## config.mk

```make
export PLATFORM = sky130hd
export DESIGN_NAME = ret_stack
export DESIGN_NICKNAME = d
export VERILOG_FILES = /design/src/rtl/ret_stack.sv
export SDC_FILE = /design/constraint.sdc
export NUM_CORES = 1
export LEC_CHECK = 0
export ABC_AREA = 0
export CORE_MARGIN = 10
export CORE_UTILIZATION = 50
export DETAILED_ROUTE_END_ITERATION = 8
export PLACE_DENSITY_LB_ADDON = 0.1
export SYNTH_ARGS = -nofsm -noshare
export SYNTH_HDL_FRONTEND = slang
export SYNTH_SLANG_ARGS = --single-unit
```

## constraint.sdc

```tcl
create_clock -name clk -period 8 [get_ports clk]
set_input_delay 2 -clock clk [delete_from_list [all_inputs] [get_ports clk]]
set_output_delay 2 -clock clk [all_outputs]
set_load 0.02 [all_outputs]
```

## src/rtl/ret_stack.sv

```systemverilog
// Return-address stack: push/pop/flush with configurable depth, sticky
// overflow/underflow flags and a selectable full-stack policy
// (WRAP=0 saturate, WRAP=1 overwrite oldest). The top of stack is read
// combinationally from state only, so it is valid in the same cycle as pop.
module ret_stack #(
  parameter int WIDTH = 10,
  parameter int PTR_W = 3,
  parameter int WRAP  = 0
) (
  input  logic             clk,
  input  logic             reset,
  input  logic             push,
  input  logic             pop,
  input  logic             flush,
  input  logic             err_clr,
  input  logic [WIDTH-1:0] push_data,
  output logic [WIDTH-1:0] top,
  output logic [PTR_W:0]   count,
  output logic             empty,
  output logic             full,
  output logic             overflow,
  output logic             underflow
);

  localparam int DEPTH = 2 ** PTR_W;

  logic [WIDTH-1:0] mem_r [DEPTH];
  logic [PTR_W-1:0] tp_r;
  logic [PTR_W:0]   count_r;
  logic             overflow_r;
  logic             underflow_r;

  logic [PTR_W-1:0] tp_nxt_s;
  logic [PTR_W:0]   count_nxt_s;
  logic             we_s;
  logic [PTR_W-1:0] waddr_s;
  logic             ovf_set_s;
  logic             unf_set_s;
  logic             empty_s;
  logic             full_s;
  logic [PTR_W-1:0] tp_dec_s;
  logic [PTR_W-1:0] tp_inc_s;

  assign empty_s  = (count_r == (PTR_W+1)'(0));
  assign full_s   = (count_r == (PTR_W+1)'(DEPTH));
  assign tp_dec_s = tp_r - PTR_W'(1);
  assign tp_inc_s = tp_r + PTR_W'(1);

  assign empty     = empty_s;
  assign full      = full_s;
  assign count     = count_r;
  assign overflow  = overflow_r;
  assign underflow = underflow_r;
  assign top       = empty_s ? {WIDTH{1'b0}} : mem_r[tp_dec_s];

  // Next-state decode for pointer, count, write port and error events.
  always_comb begin
    tp_nxt_s    = tp_r;
    count_nxt_s = count_r;
    we_s        = 1'b0;
    waddr_s     = tp_r;
    ovf_set_s   = 1'b0;
    unf_set_s   = 1'b0;
    if (flush) begin
      tp_nxt_s    = {PTR_W{1'b0}};
      count_nxt_s = {(PTR_W+1){1'b0}};
    end else begin
      case ({push, pop})
        2'b10: begin
          if (!full_s) begin
            we_s        = 1'b1;
            tp_nxt_s    = tp_inc_s;
            count_nxt_s = count_r + (PTR_W+1)'(1);
          end else begin
            ovf_set_s = 1'b1;
            if (WRAP != 0) begin
              we_s     = 1'b1;
              tp_nxt_s = tp_inc_s;
            end else begin
              we_s = 1'b0;
            end
          end
        end
        2'b01: begin
          if (!empty_s) begin
            tp_nxt_s    = tp_dec_s;
            count_nxt_s = count_r - (PTR_W+1)'(1);
          end else begin
            unf_set_s = 1'b1;
          end
        end
        2'b11: begin
          we_s = 1'b1;
          if (!empty_s) begin
            waddr_s = tp_dec_s;
          end else begin
            tp_nxt_s    = tp_inc_s;
            count_nxt_s = (PTR_W+1)'(1);
            unf_set_s   = 1'b1;
          end
        end
        default: begin
          we_s = 1'b0;
        end
      endcase
    end
  end

  // Pointer, count and sticky error flags; a newly raised error beats err_clr.
  always_ff @(posedge clk or posedge reset) begin
    if (reset) begin
      tp_r        <= {PTR_W{1'b0}};
      count_r     <= {(PTR_W+1){1'b0}};
      overflow_r  <= 1'b0;
      underflow_r <= 1'b0;
    end else begin
      tp_r    <= tp_nxt_s;
      count_r <= count_nxt_s;
      if (ovf_set_s) overflow_r <= 1'b1;
      else if (err_clr) overflow_r <= 1'b0;
      else overflow_r <= overflow_r;
      if (unf_set_s) underflow_r <= 1'b1;
      else if (err_clr) underflow_r <= 1'b0;
      else underflow_r <= underflow_r;
    end
  end

  // Entry storage; contents are not reset, validity is tracked by count.
  always_ff @(posedge clk) begin
    if (we_s && !reset) begin
      mem_r[waddr_s] <= push_data;
    end
  end

endmodule

```

# After elaboration in Yosys (flattened, before gate mapping)
# Memories as Yosys holds them, arrays and structs flattened.
# Cells that the tools add are included.
# totals
latch_bits	0
memories	1
mem_bits_ro	0
reg_bits	9
input_bits	16
output_inout_bits	18
mem_bits_rw	80
# op_classes
div	0
addsub	4
n_bitwise	0
mux	27
eq_ne	7
mul	0
n_reduce_logical	9
magnitude_cmp	0
shift	0
# mem_list
memory	depth	width	read_ports	rd_ports_with_merged_regs	write_ports	line	rtl
mem_r	8	10	1	0	1	27	logic [WIDTH-1:0] mem_r [DEPTH];
# ops
op	count
3-bit 2-to-1 mux	6
4-bit 2-to-1 mux	4
1-bit 2-to-1 mux	13
4-bit one-hot mux with 3 select lines	1
10-bit 2-to-1 mux	1
3-bit inequality test (second input constant)	3
3-bit one-hot mux with 3 select lines	1
4-bit by 1-bit adder with 4-bit output (second input constant)	1
2-bit equality test (second input constant)	2
4-bit equality test (second input constant)	1
4-bit logical NOT	1
4-bit AND reduction	1
2-bit nonzero test	2
4-bit nonzero test	1
4-bit by 1-bit subtractor with 4-bit output (second input constant)	1
3-bit by 1-bit adder with 3-bit output (second input constant)	1
3-bit AND reduction	1
3-bit by 1-bit subtractor with 3-bit output (second input constant)	1
2-bit by 1-bit equality test with 1-bit output (second input constant)	1
1-bit one-hot mux with 2 select lines	1
2-bit OR reduction	1
1-bit logical AND	1
1-bit logical NOT	1

# Longest topological paths before layout
# Gate-level depths: netlist (run 1).
# logic_depth
word_depth	7
depth_mapped	10

# Worst setup path before layout (run 1)
# Ideal clock, no wire load.
# synth_path
path_type	flip-flop to output port
start	register tp_r[0]
end	output top[4]
n_path_buf	4
t_arrival_ns	2.351
setup_slack_ns	3.649
required_ns	6.000
stages_incl_launch_ff	10
cell_sequence	dfrtp_1 > buf_2 > buf_2 > inv_1 > ha_1 > clkbuf_2 > buf_1 > mux4_2 > nand2_1 > a21oi_1
# synth_via
elab_chain_cells	3
# synth_lines
item	line	rtl
from (decl)	28	logic [PTR_W-1:0] tp_r;
from (signal assigned)	112	tp_r <= {PTR_W{1'b0}};
from (signal assigned)	117	tp_r <= tp_nxt_s;
3-bit by 1-bit subtractor with 3-bit output	46	assign tp_dec_s = tp_r - PTR_W'(1);
memory read 8 x 10 bit	n/a	
10-bit 2-to-1 mux	54	assign top = empty_s ? {WIDTH{1'b0}} : mem_r[tp_dec_s];
to (decl)	17	output logic [WIDTH-1:0] top,
# No other way between the ends.

# Worst setup path in the final report (run 1)
# layout_path
start	register tp_r[0]
end	output top[8]
# Same word-level chain as after synthesis.

==> flow_summary.toml, run 1 <==
[cts]
cts_resized = 0
cts-root-buf = "clkbuf_8"
clk_pin_slew_worst_paths_ps = 90
htree_levels = 3
cts_tree = "built"
post-cts-setup-buffers = 0
insertion_delay_ps = 350
hold_buffers = 0
numClockSinks = 89
clk_path_buf_depth = 2
numCtsBuffers = 9

[critical_path]
crit_chain = "buf_4 > inv_1 > ha_1 > mux4_2 > nand2_1 > a21oi_1 > clkdlybuf4s50_1"
cpPeakStageDelay_ps = 1010
crit_required_ps = 6000
regToRegSetupSlack_ps = 4550
slowest_stage = "ha_1"
crit_type = "reg -> out"
crit_arrival_ps = 3500
cp_max_fo = 26
endpoint_kind = "primary output"
worst_setup_path_start_kind = "register"

[timing]
setup_viol = 0
final.period_utilization_pct = 68.7
worst_pin_slew_ps = 1160
fin_skew_ps = 6.43
rsz0062_at_grt = "false"
period_minus_slack_ps = 5500
slew_headroom_pct = 22.3
fin_hold_ws_ps = 542
slew_viol_final = 0
hold_violations = 0
fmax_ghz = 0.182
setup_slack_ps = 2500
setup_tns_ps = 0

[finish]
finalNonFillerCells = 397
areaGrowthSynthToFinish_pct = 16.2
drive_above_1_share_pct = 16.9
fillCellCount = 607
fin_area_um2 = 4550
antennaDiodeCount = 0
nets = 310
final_util_pct = 59.1

[detailed_routing]
num_vias = 2255
first_iter_violations = 118
ant_nets = 0
dr.pass1.iters = 4
drt-wirelength-per-cell_um = 19.7
vias_per_cell = 5.68
drc_errors = 0
wl_um = 7830

[power]
cellPowerDensity_nw_per_um2 = 287
vdd_drop_max_uv = 152
power_mw = 1.30
p_leak_nw = 1.49

[placed_design]
place_congestion = 0.833
dp_slack_ps = 2860
io_buffers = 33
place_inst = 381
place_area_um2 = 4340
dpl.hpwl_um = 5100

[yosys]
synth_most_common_cell = "edfxtp_1"
synth_top_family_by_area = "multiplexers"
yosysWarningCount = 0
synthCells = 256
ys_async_sr_fraction_pct = 10.1
muxShareOfSynthArea_pct = 11.5
synth_nets = 276
synth_simple_gate_area_share_pct = 7.52
synthDominantCellAreaShare_pct = 61.4
netlist_area_um2 = 3910
synth_top_area_cell = "edfxtp_1"
avgSynthCellArea_um2 = 15.3
yosys_register_bits = 89
synth_area_leaders = "edfxtp_1, mux4_2, dfrtp_1, nand2_1, a21oi_1"
synth_common_cells = "edfxtp_1, nand2_1, mux4_2"
yosys.area_share.xor_xnor_pct = 1.34
synthFlopType = "edfxtp_1"
synth_edf_count = 80
yosysSeqAreaShare_pct = 67.2
synth_compound_area_share_pct = 7.71
synth_cell_type_count = 43
synth_fa_ha_area_share_pct = 1.28

[floorplan]
rows = 32
io_pins = 34
die_h_um = 108
fp.dieW_um = 108
die_area_um2 = 11800
start_util_pct = 50.9
core-area_um2 = 7690

[global_route]
grt_pass1_vias = 2314
grt_overflow = 0
grt_pass1_wl_um = 12500
grt_antenna_before_repair = 0
grt_max_degree = 27
grtUsageTotal_pct = 14.2

[run_status]
status = "finished clean"

[flow_run]
cap_viol_max_count = 0

[hold_path]
min_path_type = "reg -> reg"
[metal layers]
layer / GRT usage [%] / part of all wire, % / up-vias
met5: 0 / 0 / -
met2: 23.1 / 51 / 50
met1: 18.2 / 43 / 1132
met4: 4.80 / 1.0 / 0
met3: 3.51 / 5.5 / 7
li1: - / - / 1066
[sequential cells by signal, indices dropped and copies added (netlist names)]
register / cells
mem_r: 80
count: 4
tp_r: 3
overflow: 1
underflow: 1
[power breakdown]
part / switching [mW] / internal [mW]
Combinational: 0.245 / 0.201
Clock: 0.169 / 0.150
Sequential: 0.0142 / 0.523
Total: 0.429 / 0.874
[layout by cell type (no fill, tap or decap), types with 2 or more instances in the layout]
cell             synthesis  routed
nand2b_1                 3       3
a21oi_1                 17      17
edfxtp_1                80      80
clkdlybuf4s50_1          0      33
or4_1                    2       2
or3_1                    2       2
a21oi_2                  2       2
buf_4                    1       7
inv_8                    0       2
inv_1                    9       9
mux4_2                  20      20
xor2_1                   3       3
o32ai_1                  2       2
ha_1                     4       4
dfrtp_1                  9       9
nand2_1                 25      25
a31oi_1                  8       8
xnor2_1                  3       3
clkinvlp_4               0       2
nor2_1                  14      14
o21ai_0                  4       4
o21ai_1                  3       3
nor3_1                   8       8
nand3_1                  4       4
clkbuf_8                 0       9
[path summary, 6_finish.rpt]
check / startpoint / end / cells after the start
min in group asynchronous: reset / tp_r[2]$_DFFE_PP0P_ / 2
worst max register to register: tp_r[0]$_DFFE_PP0P_ / mem_r[5][7]$_DFFE_PP_ / 5
worst min register to register: underflow$_DFFE_PP0P_ / underflow$_DFFE_PP0P_ / 2
worst max-delay path: tp_r[0]$_DFFE_PP0P_ / top[8] / 7
worst min-delay path: underflow$_DFFE_PP0P_ / underflow$_DFFE_PP0P_ / 2
max in group asynchronous: reset / count[0]$_DFFE_PP0P_ / 2
[cells by family (layout without fill, tap and decap cells)]
| logic type | after synthesis | in the layout |
|---|---|---|
| AO/OA/AOI/OAI | 47 | 47 |
| flip-flops | 89 | 89 |
| AND/OR/NAND/NOR | 63 | 63 |
| buffers and inverters | 27 | 66 |
| XOR/XNOR | 6 | 6 |
| adder cells (fa/ha/maj) | 4 | 4 |
| multiplexers | 20 | 20 |
[area by class of cell]
| class | instances | area [um2] | area share [%] |
|---|---|---|---|
| sequential | 89 | 2630 | 57.8 |
| multi-input combinational | 140 | 1150 | 25.3 |
| clock buffer | 9 | 124 | 2.73 |
| timing repair buffer | 40 | 383 | 8.42 |
| inverter | 10 | 50.0 | 1.10 |
| tap | 102 | 128 | 2.81 |
| clock inverter | 7 | 85.1 | 1.87 |
[critical path: cells and delay by family (launching register included)]
family	cells	cell delay, ps
AO/OA/AOI/OAI	1	180
adder cells (fa/ha/maj)	1	1010
buffers and inverters	3	1200
flip-flops	1	340
multiplexers	1	370
AND/OR/NAND/NOR	1	50
Power figures use the tool's default switching activity.
==> run 2, diff against run 1 <==
==> constraint.sdc (replaced) <==
create_clock -name clk -period 5.65 [get_ports clk]
set_input_delay 1.4125 -clock clk [delete_from_list [all_inputs] [get_ports clk]]
set_output_delay 1.4125 -clock clk [all_outputs]
set_load 0.02 [all_outputs]
==> flow_summary.toml, run 2 (same netlist as run 1, synthesis figures left out) <==
[hold_path]
worstHoldStart = "underflow$_DFFE_PP0P_"
holdPathStages = 2
min_to = "underflow$_DFFE_PP0P_"
min_path_type = "reg -> reg"

[finish]
seqCellArea_um2 = 2630
layout_common_cells = "edfxtp_1, clkdlybuf4s50_1, nand2_1"
largest_reg_flops = 80
areaGrowthSynthToFinish_pct = 16.0
final_util_pct = 59.0
final_common_cell = "edfxtp_1"
fillCellCount = 635
nets = 311
multi_input_area_um2 = 1150
drive_above_1_share_pct = 16.6
regMostFlops = "mem_r"
antennaDiodeCount = 0

[detailed_routing]
drc_errors = 0
drt-wirelength-per-cell_um = 20.1
first_iter_violations = 150
vias_per_cell = 5.66
wl_um = 7990
dr.pass1.iters = 4
num_vias = 2252
ant_nets = 0

[floorplan]
io_pins = 34
die_area_um2 = 11800
core-area_um2 = 7690
die_h_um = 108
rows = 32
start_util_pct = 50.9
fp.dieW_um = 108

[power]
p_seq_share_pct = 41.7
switching_share_pct = 32.6
clkPwrFrac_pct = 23.2
vdd_drop_max_uv = 195
switching_power_mw = 0.596
internal_power_mw = 1.23
p_leak_nw = 1.49
power_frac_comb_pct = 35.1
cellPowerDensity_nw_per_um2 = 403

[cts]
clk_pin_slew_worst_paths_ps = 90
insertion_delay_ps = 340
post-cts-setup-buffers = 0
hold_buffers = 0
cts_tree = "built"
numCtsBuffers = 9
cts-root-buf = "clkbuf_8"
cts_resized = 0
clk_path_buf_depth = 2
numClockSinks = 89
htree_levels = 3

[critical_path]
worstRegToRegCells = 6
r2r-start = "count[1]$_DFFE_PP0P_"
cp_max_fo = 26
crit_type = "reg -> out"
startpoint = "tp_r[1]$_DFFE_PP0P_"
r2r-end = "mem_r[3][1]$_DFFE_PP_"
crit_required_ps = 4240
worst_setup_path_start_kind = "register"
regToRegSetupSlack_ps = 2600
endpoint_kind = "primary output"
crit_arrival_ps = 3220

[placed_design]
place_congestion = 0.802
io_buffers = 33
dpl.hpwl_um = 5240

[global_route]
grt_pass1_vias = 2271
grt_overflow = 0
grt_antenna_before_repair = 0
grt_pass1_wl_um = 12600
grtUsageTotal_pct = 14.2
grt_max_degree = 27

[timing]
setup_viol = 0
worst_pin_slew_ps = 1150
fin_hold_ws_ps = 542
slew_headroom_pct = 23.3
fin_skew_ps = 8.39
period_minus_slack_ps = 4630
slew_viol_final = 0
rsz0062_at_grt = "false"
setup_tns_ps = 0
fmax_ghz = 0.216
final.period_utilization_pct = 82.0
hold_violations = 0

[flow_run]
cap_viol_max_count = 0

[run_status]
status = "finished clean"
run 2: layer usage:
layer	vias up	GRT usage [%]	share of wire, %
met3	6	2.97	3.4
met5	-	0	0
li1	1064	-	-
met1	1131	18.9	46
met2	51	22.9	50
met4	0	4.52	0.71
run 2: power by group through the flow:
stage | sequential [mW] | clock, mW | combinational [mW]
global route | 0.765 | 0.468 | 0.694
floorplan | 0.775 | 0 | 0.433
finish | 0.761 | 0.424 | 0.642
CTS | 0.762 | 0.435 | 0.649
detailed placement | 0.777 | 0 | 0.646
global placement | 0.775 | 0 | 0.648
run 2: layout make-up:
type                            count  share of cell area (%)
Clock buffer                       10                    2.81
Timing Repair Buffer               41                    8.60
Tap cell                          102                    2.81
Multi-Input combinational cell    140                    25.3
Sequential cell                    89                    57.9
Clock inverter                      6                    1.46
Inverter                           10                    1.10
run 2: worst max-delay path by stage:
| stage | to | cells past startpoint | slack [ps] |
|---|---|---|---|
| 5_1_grt | top[0] | 6 | 860 |
| 6_report | top[6] | 6 | 1020 |
| 4_1_cts | top[8] | 6 | 1020 |
| 3_5_place_dp | mem_r[3][1]$_DFFE_PP_ | 6 | 1340 |
| 2_1_floorplan | top[4] | 9 | 1890 |
| 3_3_place_gp | mem_r[3][9]$_DFFE_PP_ | 6 | 1390 |
run 2: through the flow:
stage | cells | setup slack [ps] | area [um2] | power (mW)
6_report | 398 | 1020 | 4540 | 1.83
5_1_grt | 398 | 860 | 4540 | 1.93
4_1_cts | 398 | 1020 | 4540 | 1.85
3_5_place_dp | 382 | 1340 | 4340 | 1.42
3_3_place_gp | 382 | 1390 | 4340 | 1.42
2_1_floorplan | 256 | 1890 | 3910 | 1.21
run 2: worst max-delay path, stage by stage (launching register included):
cell and delay (ps):
dfrtp_1 450, inv_1 110, ha_1 1060, mux4_2 370
nand2_1 60, a21oi_1 190, clkdlybuf4s50_1 640
==> run 3, diff against run 2 <==
==> constraint.sdc (replaced) <==
create_clock -name clk -period 4.7 [get_ports clk]
set_input_delay 1.175 -clock clk [delete_from_list [all_inputs] [get_ports clk]]
set_output_delay 1.175 -clock clk [all_outputs]
set_load 0.02 [all_outputs]
==> flow_summary.toml, run 3 (same netlist as run 1, synthesis figures left out) <==
[run_status]
status = "finished clean"

[critical_path]
crit_arrival_ps = 2880
endpoint_kind = "primary output"
worst_setup_path_start_kind = "register"
slowest_stage = "clkdlybuf4s50_1"
worstRegToRegCells = 6
cp.depth = 7
crit_type = "reg -> out"
crit_family = "buffers and inverters"
cpPeakStageDelay_ps = 630
crit_chain = "inv_1 > ha_1 > buf_4 > mux4_2 > nand2_1 > a21oi_1 > clkdlybuf4s50_1"
cp_max_fo = 20
crit_required_ps = 3520
regToRegSetupSlack_ps = 1690
crit_buf_inv = 3

[detailed_routing]
wl_um = 8110
drt-wirelength-per-cell_um = 20.2
ant_nets = 0
wl_met3_um = 337
routed.top_layer = "met4"
met2_length_um = 4000
vias_per_cell = 5.86
dr.pass1.iters = 4
drc_errors = 0
first_iter_violations = 95
num_vias = 2349
wl_met1_um = 3640

[timing]
rsz0062_at_grt = "false"
setup_tns_ps = 0
hold_violations = 0
slew_viol_final = 0
fin_skew_ps = 16.6
final.period_utilization_pct = 86.3
slew_headroom_pct = 38.7
period_minus_slack_ps = 4060
worst_pin_slew_ps = 916
setup_viol = 0
fmax_ghz = 0.247

[cts]
post-cts-setup-buffers = 0
hold_buffers = 0
cts_resized = 0
insertion_delay_ps = 350
numClockSinks = 89
numCtsBuffers = 9
clk_path_buf_depth = 2
cts_tree = "built"
clk_pin_slew_worst_paths_ps = 100
cts-root-buf = "clkbuf_8"
htree_levels = 3

[finish]
areaGrowthSynthToFinish_pct = 16.7
largest_reg_flops = 80
nets = 314
drive_above_1_share_pct = 17.7
finalNonFillerCells = 401
layout_common_cells = "edfxtp_1, clkdlybuf4s50_1, nand2_1"
antennaDiodeCount = 0
final_common_cell = "edfxtp_1"
regMostFlops = "mem_r"

[placed_design]
io_buffers = 33
place_inst = 385
place_congestion = 0.854
dpl.hpwl_um = 5330

[power]
cellPowerDensity_nw_per_um2 = 485
vdd_drop_max_uv = 234
p_leak_nw = 1.51

[floorplan]
fp.dieW_um = 108
die_h_um = 108
core-area_um2 = 7690
rows = 32
io_pins = 34
start_util_pct = 50.9
die_area_um2 = 11800

[hold_path]
min_path_type = "reg -> reg"
holdPathStages = 2

[global_route]
grt_pass1_vias = 2392
grt_overflow = 0
grt_pass1_wl_um = 13100
grt_max_degree = 24
grt_antenna_before_repair = 0
grtUsageTotal_pct = 14.7

[flow_run]
cap_viol_max_count = 0
==> run 3: cell count changes in the layout (fill, tap and decap cells not counted) <==
cell / change
buf_4: +3
clkbuf_1: -1
clkinv_2: +1
clkinv_4: -1
clkinvlp_4: -1
inv_6: +1
inv_8: +1
==> run 3: per-stage QoR <==
stage,utilization [%],setup slack (ps),hold slack (ps),power [mW],area (um2)
2_1_floorplan,-,1170,611,1.45,3910
3_3_place_gp,56.8,798,533,1.71,4370
3_5_place_dp,56.8,752,530,1.72,4370
4_1_cts,59.4,612,542,2.24,4570
5_1_grt,59.4,446,573,2.34,4570
6_report,59.4,644,537,2.22,4570
==> run 3: routing by layer <==
layer  up-vias  GRT usage [%]
li1       1069              -
met1      1213           19.6
met2        57           23.1
met3        10           3.03
met4         0           6.21
met5         -              0
==> run 3: area by class of cell <==
class | instances | area, um2
repair buffers | 44 | 413
flip-flops and latches | 89 | 2630
well taps | 102 | 128
multi-input cells | 140 | 1150
clock inverters | 7 | 75.1
fillers | 625 | 3120
inverters | 10 | 50.0
clock buffers | 9 | 124
==> run 3: tightest hold or removal path: stages, from the launching register on <==
cell	delay (ps)
dfrtp_1	380
inv_1	50
o32ai_1	60
==> run 3: worst paths after layout <==
path	startpoint	endpoint
max reg2reg	count[1]$_DFFE_PP0P_	mem_r[3][6]$_DFFE_PP_
max	tp_r[1]$_DFFE_PP0P_	top[7]
min	overflow$_DFFE_PP0P_	overflow$_DFFE_PP0P_
min in group asynchronous	reset	tp_r[1]$_DFFE_PP0P_
min reg2reg	overflow$_DFFE_PP0P_	overflow$_DFFE_PP0P_
max in group asynchronous	reset	overflow$_DFFE_PP0P_
==> run 3: where the power goes <==
group	internal, mW	switching [mW]	total [mW]
clock	0.251	0.276	0.527
sequential	0.890	0.0249	0.915
combinational	0.344	0.431	0.774
==> variant 1, RTL diff (settings of run 3) <==
The parameter `PTR_W` goes from 3 to 4.
--- a/src/rtl/ret_stack.sv
+++ b/src/rtl/ret_stack.sv
@@ -4,7 +4,7 @@
 // combinationally from state only, so it is valid in the same cycle as pop.
 module ret_stack #(
   parameter int WIDTH = 10,
-  parameter int PTR_W = 3,
+  parameter int PTR_W = 4,
   parameter int WRAP  = 0
 ) (
   input  logic             clk,
Ports: changed (resized count); port bits go from 34 to 35. The function was not compared with the original's and may differ.
==> variant 1 against run 3 <==
Sequential share of layout area grew 1.4 points. Synthesized area grew 87%. Combinational power grew 150%. Via count grew 68%. Largest power group is now combinational logic. Sequential cell count grew 82. Final area grew 89%. Setup slack lost 0.27 ns. Core utilization grew 0.34 points. Non-clock buffer count grew 20. Power grew 130%. Routed wire length grew 94%. Critical path depth is the same.
==> variant 1: results (changes against run 3) <==
Worst-Skew Late Latency 0.43 ns (+0.08 ns); Buffers on Ports 34 (+3.0%); Tot GR Track Use 16.5% (+1.8 points); Area after DPL 0.00801 mm2 (+83%); dpl cells 627 (+63%); worst setup slack after layout 0.372 ns (-0.273 ns); syn nets 424 (+54%); EDFF count, synth 160 (+100%); cells taking the most area after synthesis edfxtp_1, mux4_2, mux2i_1; Top reg by flops mem_r; Yosys cell types 53 (+23%); R2R depth 5 (-1); synthesis warning total 0 (unchanged); Mapped Avg Cell Area 18.2 um2 (+19%); first-pass detailed-route iteration total 5 (+1); FF-to-FF Start count[2]; Fill cells 1092 (+75%); max FFs per register 160 (+100%); status completed; initial antenna violation count 0 (unchanged); layout cells sized above 1 24.1% (+6.3 points); Max IR drop VDD 0.340 mV (+45%); non-filler cells, final 658 (+64%); DP HPWL 10100 um (+90%); Worst path slowest cell ha_2; CP arrival 3.15 ns (+0.27 ns); post-CTS resize count 0 (unchanged); Worst Setup EP top[8]; largest net degree at the start of global routing 27 (+13%); Via Count 3957 (+68%); most frequent cells after synthesis edfxtp_1, mux4_2, mux2i_1, nor2_1, a21oi_1; Max Fanout on Critical Path 24 (+20%); Routed wire per std cell 23.9 um (+18%); routability congestion estimate 0.836 (-2.1%); H-tree level count 4 (+1); register area share after synthesis 69.6% (+2.4 points); Clock Skews 0.00744 ns (-0.00918 ns); Layout Nets 484 (+54%); R2R setup slack 2.01 ns (+0.32 ns); CTS buffer count 17 (+8); Worst Tran Pin Value 0.669 ns (-0.247 ns); Fin. Hold Viols 0 (unchanged); post-place setup slack 0.827 ns (+0.0756 ns); first-pass GRT wire length 24600 um (+87%); Internal Power 0.00349 W (+140%); diode count 0 (unchanged); Synth async-reset ratio 6.43% (-3.7 points); DRC marker count from the first detailed-route iteration 373 (+290%); Clock Path Buffers 2 (unchanged); Leak 2.95 nW (+95%); clk root buf clkbuf_16; vias in the first global route 4054 (+69%); Setup crit start tp_r[0]; worst stage delay on the critical path 0.77 ns (+0.14 ns); clk slew on worst S/H paths 0.06 ns (-0.04 ns); Reg-to-Reg End mem_r[1][7]
## variant 1: how the worst min path moves through the flow
stage               depth (start not counted)   endpoint  slack, ns      start
global route                                2  underflow       0.55  underflow
finish                                      2  underflow       0.54  underflow
CTS                                         2  underflow       0.55  underflow
global placement                            2  underflow       0.52  underflow
floorplan                                   2  underflow       0.62  underflow
detailed placement                          2  underflow       0.54  underflow
## variant 1: layout make-up
type / count / area, um2 / area share (%)
Clock inverter: 12 / 171 / 1.99
Clock buffer: 19 / 433 / 5.02
Inverter: 13 / 48.8 / 0.566
Sequential cell: 171 / 5080 / 59.0
Timing Repair Buffer: 64 / 578 / 6.71
Tap cell: 184 / 230 / 2.67
Multi-Input combinational cell: 195 / 2070 / 24.1
## variant 1: layer usage
metal	vias to the layer above	wire [um]	GRT usage (%)
met3	19	742	3.59
met5	-	0	0
met2	103	7790	26.1
met1	2074	6920	21.9
met4	0	259	6.09
li1	1761	-	-
## variant 1: power groups by stage
| stage | combinational (W) | clock (W) | sequential, W |
|---|---|---|---|
| 6_report | 0.00192 | 0.00145 | 0.00179 |
| 2_1_floorplan | 0.00126 | 0 | 0.00183 |
| 3_5_place_dp | 0.00194 | 0 | 0.00182 |
| 4_1_cts | 0.00195 | 0.00147 | 0.00179 |
| 3_3_place_gp | 0.00193 | 0 | 0.00182 |
| 5_1_grt | 0.00208 | 0.00154 | 0.00180 |
## variant 1: logic make-up after synthesis
family                     synth area share (%)
muxes                                      17.1
AOI/OAI and AO/OA                          5.43
xor gates and xnor gates                  0.120
adders and majority gates                  1.13
and+or+nand+nor                            4.57
buffers and inverters                      2.07
DFF                                        69.6
==> variant 2, RTL diff (config.mk and constraints of run 3) <==
Without the edit above. Put one more register stage on the output `overflow`, without a reset. The value now appears one clock later. The other outputs are not delayed to match.
--- a/src/rtl/ret_stack.sv
+++ b/src/rtl/ret_stack.sv
@@ -49,7 +49,9 @@
   assign empty     = empty_s;
   assign full      = full_s;
   assign count     = count_r;
-  assign overflow  = overflow_r;
+  always_ff @(posedge clk) begin
+    overflow <= overflow_r;
+  end
   assign underflow = underflow_r;
   assign top       = empty_s ? {WIDTH{1'b0}} : mem_r[tp_dec_s];
 
Function: no difference found for any inputs over 4 cycles, from zero or initial values and one cycle with reset high; that may be too few to reach the edited logic, so the function may still have changed.
==> variant 2 against run 3 <==
Power is 0.98% higher. Routed wire length is 1.2% higher. Synthesized area increased by 0.51%. Via count fell by 2.0%. Setup slack better by 0.035 ns. Clock skew decreased by 0.00083 ns. Sequential cell count is 1 higher. Final area up 0.60%. Final cell count rose by 0.50%. Critical path type unchanged.
==> variant 2: results (changes against run 3) <==
first-pass GRT wire length 13300 um (+1.0%); Hold Path Cell Cnt 0 (-2); Comb group 0.000775 W (about the same); routability congestion estimate 0.827 (-3.2%); Tot GR Track Use 14.7% (-0.046 points); Clock Skews 0.0158 ns (-0.000830 ns); headroom to the max-slew limit 39.8% (+1.0 points); Reg-to-Reg End mem_r[2][4]; hold slack 0.386 ns (-0.150 ns); Clock group 0.000539 W (+2%); Adder-Cell Fraction of Synth Area 1.27% (-0.0065 points); Mapped Avg Cell Area 15.3 um2 (+0.12%); Logic pwr share 34.6% (-0.3 points); post-place setup slack 0.758 ns (+0.00607 ns); dpl cells 387 (+0.52%); Avg Vias per Cell 5.71 (-2.4%); status completed; CP arrival 2.85 ns (-0.03 ns); Layout Nets 316 (+0.64%); multiplexer area fraction after synthesis 11.5% (-0.059 points); Synth async-reset ratio 10.0% (-0.11 points); Yosys cell types 44 (+2.3%); Compound-Gate Fraction of Synth Area 7.67% (-0.039 points); non-filler cells, final 403 (+0.50%); Hold Startpoint overflow_r; Area after DPL 0.00439 mm2 (+0.63%); R2R setup slack 1.73 ns (+0.04 ns); Psw 0.000743 W (+1.5%); Max IR drop VDD 0.327 mV (+39%); DRC marker count from the first detailed-route iteration 109 (+15%); XOR/XNOR share of the synthesized area 1.34% (-0.0068 points)
==> variant 2: cell types whose count changed after synthesis, sizes merged <==
cell and delta:
dfxtp +1
==> variant 2: final cells by class <==
type,count,area (um2)
inverter,10,50.0
sequential,90,2650
clock buffer,10,128
clock inverter,6,71.3
timing repair buffer,45,420
tap,102,128
fill,591,3090
multi-input combinational,140,1150
==> variant 2: worst max-delay path by stage <==
stage          depth (start not counted)  slack (ns)    start     endpoint
6_report                               7        0.68  tp_r[1]       top[7]
5_1_grt                                7        0.48  tp_r[1]       top[7]
4_1_cts                                7        0.62  tp_r[1]       top[7]
3_5_place_dp                           6        0.76     push  mem_r[2][8]
3_3_place_gp                           6        0.80     push  mem_r[2][2]
2_1_floorplan                          9        1.17  tp_r[0]       top[4]
==> variant 2: layer usage <==
layer  vias up  GRT usage, %  wire length, um
li1       1075             -                -
met1      1180          20.0             3800
met2        40          22.8             4000
met3         8          3.83              319
met4         0          4.43               97
met5         -             0                0
